File: src/rtl/divider_pkg.sv
// Shared definitions for the iterative restoring divider: FSM states,
// width and iteration constants, and the divide-by-zero quotient.
package divider_pkg;

    localparam int DEFAULT_DATA_WIDTH = 32;

    // One quotient bit per iteration, so iterations equal the operand width.
    localparam int ITER_COUNT = DEFAULT_DATA_WIDTH;
    localparam int CNT_W      = $clog2(ITER_COUNT);
    localparam logic [CNT_W-1:0] LAST_COUNT = CNT_W'(ITER_COUNT - 1);

    localparam logic [31:0] DIV_ZERO_QUOTIENT = 32'hFFFF_FFFF;

    typedef enum logic [1:0] {
        IDLE = 2'd0,
        ITER = 2'd1,
        FIX  = 2'd2,
        DONE = 2'd3
    } div_state_e;

endpackage

File: src/rtl/divider_step.sv
// Single combinational restoring-division step: shift {rem,quo} left by one,
// trial-subtract the divisor, keep the difference when it does not go negative.
module divider_step
    import divider_pkg::*;
#(
    parameter int DATA_WIDTH = ITER_COUNT
) (
    input  logic [DATA_WIDTH:0]   rem_in,
    input  logic [DATA_WIDTH-1:0] quo_in,
    input  logic [DATA_WIDTH-1:0] dvs_in,
    output logic [DATA_WIDTH:0]   rem_out,
    output logic [DATA_WIDTH-1:0] quo_out
);

    logic [DATA_WIDTH+1:0] shifted;
    logic                  keep;

    // Trial subtraction expressed as a compare so no borrow bit is left dangling.
    always_comb begin
        shifted = {rem_in, quo_in[DATA_WIDTH-1]};
        keep    = (shifted >= {2'b00, dvs_in});
        rem_out = keep ? (shifted[DATA_WIDTH:0] - {1'b0, dvs_in}) : shifted[DATA_WIDTH:0];
        quo_out = {quo_in[DATA_WIDTH-2:0], keep};
    end

endmodule

File: src/rtl/divider_unit.sv
// Iterative 32-bit restoring divider for DIV/DIVU on the HI/LO path.
// Works on magnitudes; signs are re-applied in the FIX state. Quotient goes
// to low_output, remainder to high_output, both held until rewritten.
module divider_unit
    import divider_pkg::*;
#(
    parameter int DATA_WIDTH = ITER_COUNT
) (
    input  logic                  clock_signal,
    input  logic                  reset_signal,
    input  logic                  start_signal,
    input  logic                  signed_division,
    input  logic [DATA_WIDTH-1:0] dividend,
    input  logic [DATA_WIDTH-1:0] divisor,
    output logic                  busy_signal,
    output logic                  done_signal,
    output logic [DATA_WIDTH-1:0] low_output,
    output logic [DATA_WIDTH-1:0] high_output
);

    function automatic logic [DATA_WIDTH-1:0] magnitude(
        input logic signed [DATA_WIDTH-1:0] value,
        input logic                         use_sign
    );
        return (use_sign && value[DATA_WIDTH-1]) ? (~value + 1'b1) : value;
    endfunction

    function automatic logic [DATA_WIDTH-1:0] apply_sign(
        input logic [DATA_WIDTH-1:0] mag,
        input logic                  negate
    );
        return negate ? (~mag + 1'b1) : mag;
    endfunction

    div_state_e state_q, state_d;

    logic [DATA_WIDTH:0]   rem_q, rem_nxt;
    logic [DATA_WIDTH-1:0] quo_q, quo_nxt;
    logic [DATA_WIDTH-1:0] dvs_q;
    logic                  quo_neg_q, rem_neg_q;
    logic [CNT_W-1:0]      cnt_q;
    logic                  accept;
    logic                  divisor_zero;

    assign accept       = start_signal && ((state_q == IDLE) || (state_q == DONE));
    assign divisor_zero = (divisor == '0);

    divider_step #(
        .DATA_WIDTH(DATA_WIDTH)
    ) u_step (
        .rem_in (rem_q),
        .quo_in (quo_q),
        .dvs_in (dvs_q),
        .rem_out(rem_nxt),
        .quo_out(quo_nxt)
    );

    // State register.
    always_ff @(posedge clock_signal) begin
        if (reset_signal) begin
            state_q <= IDLE;
        end else begin
            state_q <= state_d;
        end
    end

    // Next-state and handshake outputs; a zero divisor skips straight to DONE.
    always_comb begin
        state_d     = state_q;
        busy_signal = 1'b0;
        done_signal = 1'b0;
        case (state_q)
            IDLE: begin
                if (accept) begin
                    state_d = divisor_zero ? DONE : ITER;
                end
            end
            ITER: begin
                busy_signal = 1'b1;
                if (cnt_q == LAST_COUNT) begin
                    state_d = FIX;
                end
            end
            FIX: begin
                busy_signal = 1'b1;
                state_d     = DONE;
            end
            DONE: begin
                done_signal = 1'b1;
                if (accept) begin
                    state_d = divisor_zero ? DONE : ITER;
                end else begin
                    state_d = IDLE;
                end
            end
            default: state_d = IDLE;
        endcase
    end

    // Working registers: latch magnitudes and signs on accept, step in ITER.
    always_ff @(posedge clock_signal) begin
        if (accept) begin
            rem_q     <= '0;
            quo_q     <= magnitude(dividend, signed_division);
            dvs_q     <= magnitude(divisor, signed_division);
            quo_neg_q <= signed_division & (dividend[DATA_WIDTH-1] ^ divisor[DATA_WIDTH-1]);
            rem_neg_q <= signed_division & dividend[DATA_WIDTH-1];
        end else if (state_q == ITER) begin
            rem_q <= rem_nxt;
            quo_q <= quo_nxt;
        end
    end

    // Iteration counter and result registers; reset clears them even mid-operation.
    always_ff @(posedge clock_signal) begin
        if (reset_signal) begin
            cnt_q       <= '0;
            low_output  <= '0;
            high_output <= '0;
        end else begin
            if (accept) begin
                cnt_q <= '0;
            end else if (state_q == ITER) begin
                cnt_q <= cnt_q + 1'b1;
            end

            if (accept && divisor_zero) begin
                low_output  <= DIV_ZERO_QUOTIENT;
                high_output <= dividend;
            end else if (state_q == FIX) begin
                low_output  <= apply_sign(quo_q, quo_neg_q);
                high_output <= apply_sign(rem_q[DATA_WIDTH-1:0], rem_neg_q);
            end
        end
    end

endmodule

File: config.mk
export PLATFORM = sky130hd
export DESIGN_NAME = divider_unit
export DESIGN_NICKNAME = d
export VERILOG_FILES = /design/src/rtl/divider_pkg.sv /design/src/rtl/divider_step.sv /design/src/rtl/divider_unit.sv
export SDC_FILE = /design/constraint.sdc
export NUM_CORES = 1
export LEC_CHECK = 0
export CAP_MARGIN = 20
export CORE_UTILIZATION = 40
export CTS_BUF_LIST = sky130_fd_sc_hd__clkbuf_8
export DETAILED_ROUTE_END_ITERATION = 7
export GPL_TIMING_DRIVEN = 0
export MAX_ROUTING_LAYER = met4
export SETUP_SLACK_MARGIN = 0.2
export SYNTH_ARGS = -nofsm -noshare
export SYNTH_HDL_FRONTEND = slang
export SYNTH_SLANG_ARGS = --single-unit
File: constraint.sdc
create_clock -name clock_signal -period 3.15 [get_ports clock_signal]
set_input_delay 0.4725 -clock clock_signal [delete_from_list [all_inputs] [get_ports clock_signal]]
set_output_delay 0.4725 -clock clock_signal [all_outputs]
set_load 0.01 [all_outputs]
Yosys cells after proc, flatten, opt, wreduce, memory -nomap -nowiden:

Index checks and enable logic that the tools add are counted.

* register bits: 170
* output and inout bits: 66
* logic and storage cells: 59
* input port bits: 68

* bitwise operators: 7
* $add $sub $neg: 6
* magnitude comparators: 1
* reduce and logical (&&, ||, !) cells: 12
* mux-type cells: 18
* eq/ne operators: 6

Operators by type and width (number)
* $mux 32: 10
* $add 32x1->32 const B: 4
* $not 32->32: 4
* $ge 34x32->1: 1
* $mux 33: 1
* $sub 33x32->33: 1
* $logic_not 32->1: 1
* $mux 2: 4
* $pmux 2 s4: 1
* $add 5x1->5 const B: 1
* $eq 5x5->1 const B: 1
* $eq 2x2->1 const B: 2
* $logic_and 1x1->1: 4
* $ne 2x2->1 const B: 2
* $reduce_bool 2->1: 2
* $reduce_or 2->1: 2
* $and 1x1->1: 2
* $eq 2x1->1 const B: 1
* $logic_not 2->1: 1
* $mux 1: 2
* $reduce_and 2->1: 1
* $logic_or 1x1->1: 1
* $xor 1x1->1: 1

Logic depth before layout (Yosys ltp):

* word-level depth: 5
* mapped depth: 14
* mapped depth without buffers: 12

Modules after synthesis:

Synthesis repeated with hierarchy kept, for this count alone.

* cell total of the unflattened synthesis: 1505
* area total of the unflattened synthesis: 12549.5 um^2

By module, submodules not included
* divider_unit: sequential area each 4063.9 um^2, cells an instance 1107, times used 1, area each 9753.1 um^2
* divider_step: sequential area each 0.0 um^2, cells an instance 398, times used 1, area each 2796.4 um^2

Worst setup path after synthesis:

Ideal clock, no wire load.

* path kind: flip-flop to flip-flop
* from: register quo_q[31]
* to: register rem_q[32]
* data required time: 3076 ps
* arrival: 2807 ps
* path slack: 269 ps
* buffers on the path: 0
* cell stages (with the launch flop): 13
* setup time: 74 ps
* clock period less this slack: 2881 ps
* cell sequence: edfxtp_1 -> inv_1 -> ha_1 -> inv_1 -> fa_1 -> a21oi_1 -> o211ai_1 -> a31oi_1 -> a41oi_1 -> o21ai_0 -> o32ai_1 -> or3_1 -> a31oi_1

* longest elaborated chain between the ends: 2
* elaborated cells between the ends (all ways): 3
* classes of those cells: add/sub (1); order compare (1); mux (1)

Ends and longest elaborated chain
* start: declaration: RTL line divider_unit.sv:38 `logic [DATA_WIDTH-1:0] quo_q, quo_nxt;`
* start signal: assignment: RTL line divider_unit.sv:104 `quo_q <= magnitude(dividend, signed_division);`
* start signal: assignment: RTL line divider_unit.sv:110 `quo_q <= quo_nxt;`
* $sub 33x32->33 / $ge 34x32->1 (equally long branches): RTL line divider_step.sv:22, divider_step.sv:21
* $mux 33 *: RTL line divider_step.sv:22 `rem_out = keep ? (shifted[DATA_WIDTH:0] - {1'b0, dvs_in}) : shifted[DATA_WIDTH:0];`
* end signal: assignment: RTL line divider_unit.sv:109 `rem_q <= rem_nxt;`
* end: declaration: RTL line divider_unit.sv:37 `logic [DATA_WIDTH:0] rem_q, rem_nxt;`

Mark *: on every way between the ends. The rest lies on a longest branch, timed or not.
A chain may end at the register's enable or synchronous reset.

Final worst setup path:

* from: register rem_q[23]
* to: register rem_q[16]

* longest elaborated chain between the ends: 2

Ends and longest elaborated chain
* $ge 34x32->1: RTL line divider_step.sv:21 `keep = (shifted >= {2'b00, dvs_in});`
* $mux 33: RTL line divider_step.sv:22

Every way passes these cells.

==> out/results.txt <==
Final WS setup = 242.2 ps
Ys Warns = 0
Total GRT Usage = 25.84%
starting density of the core = 40.66%
TritonCTS buffer count = 17
Root Driver = clkbuf_8
commonest non-fill, non-tap cells in the layout = nand2_1, o21ai_0, clkdlybuf4s50_1
Cell Area, Placed = 0.01311 mm2
Core ar. = 0.02771 mm2
Crit path max-delay family = compound AO/OA/AOI/OAI gates
Mapped Avg Cell Area = 8.169 um2
Post-Layout Cell Count = 1943
Vias/cell = 5.524
Via Count = 10730
CP endpoint kind = register
port bufs = 132
Reg clk slew, reported paths = 90 ps
Slew Limit Fails = 0
Post-Synthesis Cell Area = 0.01126 mm2
Worst-Skew Late Latency = 490 ps
run status = finished clean
cell area power density = 968.2 mW/mm2
DRT met1 WL = 15.15 mm
wire length on met3 = 1.811 mm
Tcrit/Tclk final = 92.31%
die area = 0.02884 mm2
Layout Nets = 1663
Post-Syn Nets = 1490
fmax = 0.3439 GHz
Hold Path Class = input port to register
IO Pins = 134
GPL Wtd Cong = 0.9413
final design area excluding fillers = 0.01411 mm2
Fillers = 2710
commonest non-fill, non-tap cell in the layout = nand2_1
CTS tree = yes
crit start category = register
IR drop worst, VDD = 0.3757 mV
worst rel slew slack = 37.44%
area grow syn2layout = 25.28%
library cells used by synthesis = 71
Final min period = 2908 ps
worst slack, placed = -790.7 ps
vias in the first global route = 10020
DRC errors left = 0
diode count = 0
hold_buf cts = 0
Die Width = 169.8 um
initial antenna violation count = 0
worst path buffer plus inverter count = 1
Yosys reg bits = 170
drt wl/cell = 18.56 um
Crit path arrival time = 3280 ps
cell breakdown of the critical path = ha_1 -> clkbuf_2 -> nand2_1 -> o21ai_2 -> a221o_1 -> a311oi_2 -> a211oi_4 -> nor2_4 -> or4_1 -> and3_1
1st-pass router iterations = 6
RSZ-0062 raised after global routing = true
number of synthesized flops with an enable pin = 66
register area share after synthesis = 36.08%
Top FF cell, synth = dfxtp_1
Worst Tran Pin Value = 938.4 ps
final setup fails = 0
first-pass GRT wire length = 55.26 mm
Async S/R FF share, synth = 0%
routed wire length = 36.07 mm
CP max stage delay = 520 ps
gr ovfl total = 0
CP max FO = 9
MaxCap Viol Count = 0
Die Ht = 169.8 um
Max Used Layer = met4
largest net degree at the start of global routing = 38
post-route ant nets = 0
Crit Path Class = register to register
clock sinks = 170
slowest cell on the critical path = or4_1
Worst Path Required = 3520 ps
DP HPWL = 28.56 mm
final hold vios = 0
starting DRC count in detailed routing = 871
Cells after DPL = 1891
Pleak = 5.186 nW
share of cells above drive strength 1 = 9.329%
clk_skew = 18.46 ps
clk buf depth = 2
routed wl met2 = 17.39 mm
H-tree levels = 4
Mapped Cells = 1379
row count = 61
==> routing by layer <==
| metal | up-vias | track usage [%] |
|---|---|---|
| met1 | 4942 | 30.27 |
| met2 | 379 | 44.00 |
| met3 | 76 | 3.326 |
| met4 | 0 | 11.95 |
| li1 | 5336 | - |
| met5 | - | - |
==> Yosys cell counts (all sizes together) (4+ instances only) <==
| cell | instances | area (um2) |
|---|---|---|
| a31oi | 29 | 181.4 |
| a21oi | 117 | 585.6 |
| edfxtp | 66 | 1982 |
| nand2 | 197 | 739.5 |
| a311oi | 4 | 41.29 |
| o211ai | 26 | 195.2 |
| dfxtp | 104 | 2082 |
| nor2 | 81 | 314.0 |
| xor2 | 82 | 718.2 |
| clkbuf | 64 | 240.2 |
| nor4 | 18 | 118.9 |
| nand2b | 12 | 75.07 |
| ha | 42 | 525.5 |
| o21ai | 153 | 765.7 |
| xnor2 | 57 | 499.2 |
| buf | 15 | 107.6 |
| a211oi | 19 | 142.6 |
| o311ai | 4 | 35.03 |
| nand4 | 18 | 118.9 |
| and3 | 13 | 81.33 |
| or2 | 4 | 25.03 |
| mux2i | 23 | 230.2 |
| nor2b | 4 | 25.02 |
| or3 | 17 | 111.4 |
| o21bai | 4 | 30.03 |
| inv | 62 | 232.7 |
| o41ai | 14 | 137.6 |
| or4 | 16 | 127.6 |
| o21a | 4 | 30.03 |
| o31ai | 16 | 120.1 |
| nor3 | 26 | 130.1 |
| and2 | 10 | 62.56 |
| nand3 | 18 | 90.09 |
| a21o | 5 | 37.54 |
==> kinds of logic (layout without fill, tap and decap cells) <==
family / count (synthesis) / in the layout / synth area share, %
fa+ha+maj: 43 / 43 / 4.843
flops: 170 / 170 / 36.08
compound gates: 418 / 418 / 22.30
buf+inv: 141 / 327 / 5.154
xor+xnor: 139 / 139 / 10.81
simple gates: 445 / 445 / 18.77
mux: 23 / 23 / 2.044
==> final cells by class <==
cell class                      count  area (um2)  area share, %
Inverter                           62       232.7          1.649
Clock inverter                     15       163.9          1.161
Buffer                             79       429.2          3.041
Clock buffer                       17       234.0          1.658
Tap cell                          378       473.0          3.351
Sequential cell                   170        4071          28.85
Multi-Input combinational cell   1068        6989          49.53
Timing Repair Buffer              154        1519          10.76
==> power by group <==
part / internal (mW) / switching (mW)
sequential: 3.32 / 0.981
combinational: 3.30 / 4.46
clock: 0.656 / 0.942
total: 7.28 / 6.38
==> repair_timing <==
item | in CTS | in global routing
setup endpoints to repair | 138 | 80
resized for setup | 71 | 50
setup buffers | 13 | 6
pin swaps | 13 | 17
cloned | 1 | 0
==> state kept, by name, indices dropped and copies added (netlist names) <==
name / flops
rem_q: 33
dvs_q: 32
high_output: 32
low_output: 32
quo_q: 32
cnt_q: 5
state_q: 2
quo_neg_q: 1
rem_neg_q: 1
==> stage by stage <==
step	TNS (ps)	hold WS (ps)	util, %	total power [mW]
after global placement	-90160	518.0	47.13	11.21
after floorplan	0	489.7	-	8.719
after global routing	0	334.8	50.94	14.64
final	0	344.7	50.94	13.66
after CTS	0	443.1	50.12	13.34
after detailed placement	-54150	519.3	47.31	11.35
==> final timing paths <==
path / slack (ps) / depth (start not counted) / startpoint / end
min: 340 / 2 / divisor[13] / dvs_q[13]
max: 240 / 10 / rem_q[23] / rem_q[16]
max reg2reg: 240 / 10 / rem_q[23] / rem_q[16]
min reg2reg: 540 / 2 / cnt_q[4] / cnt_q[4]
Power figures use the tool's default switching activity.
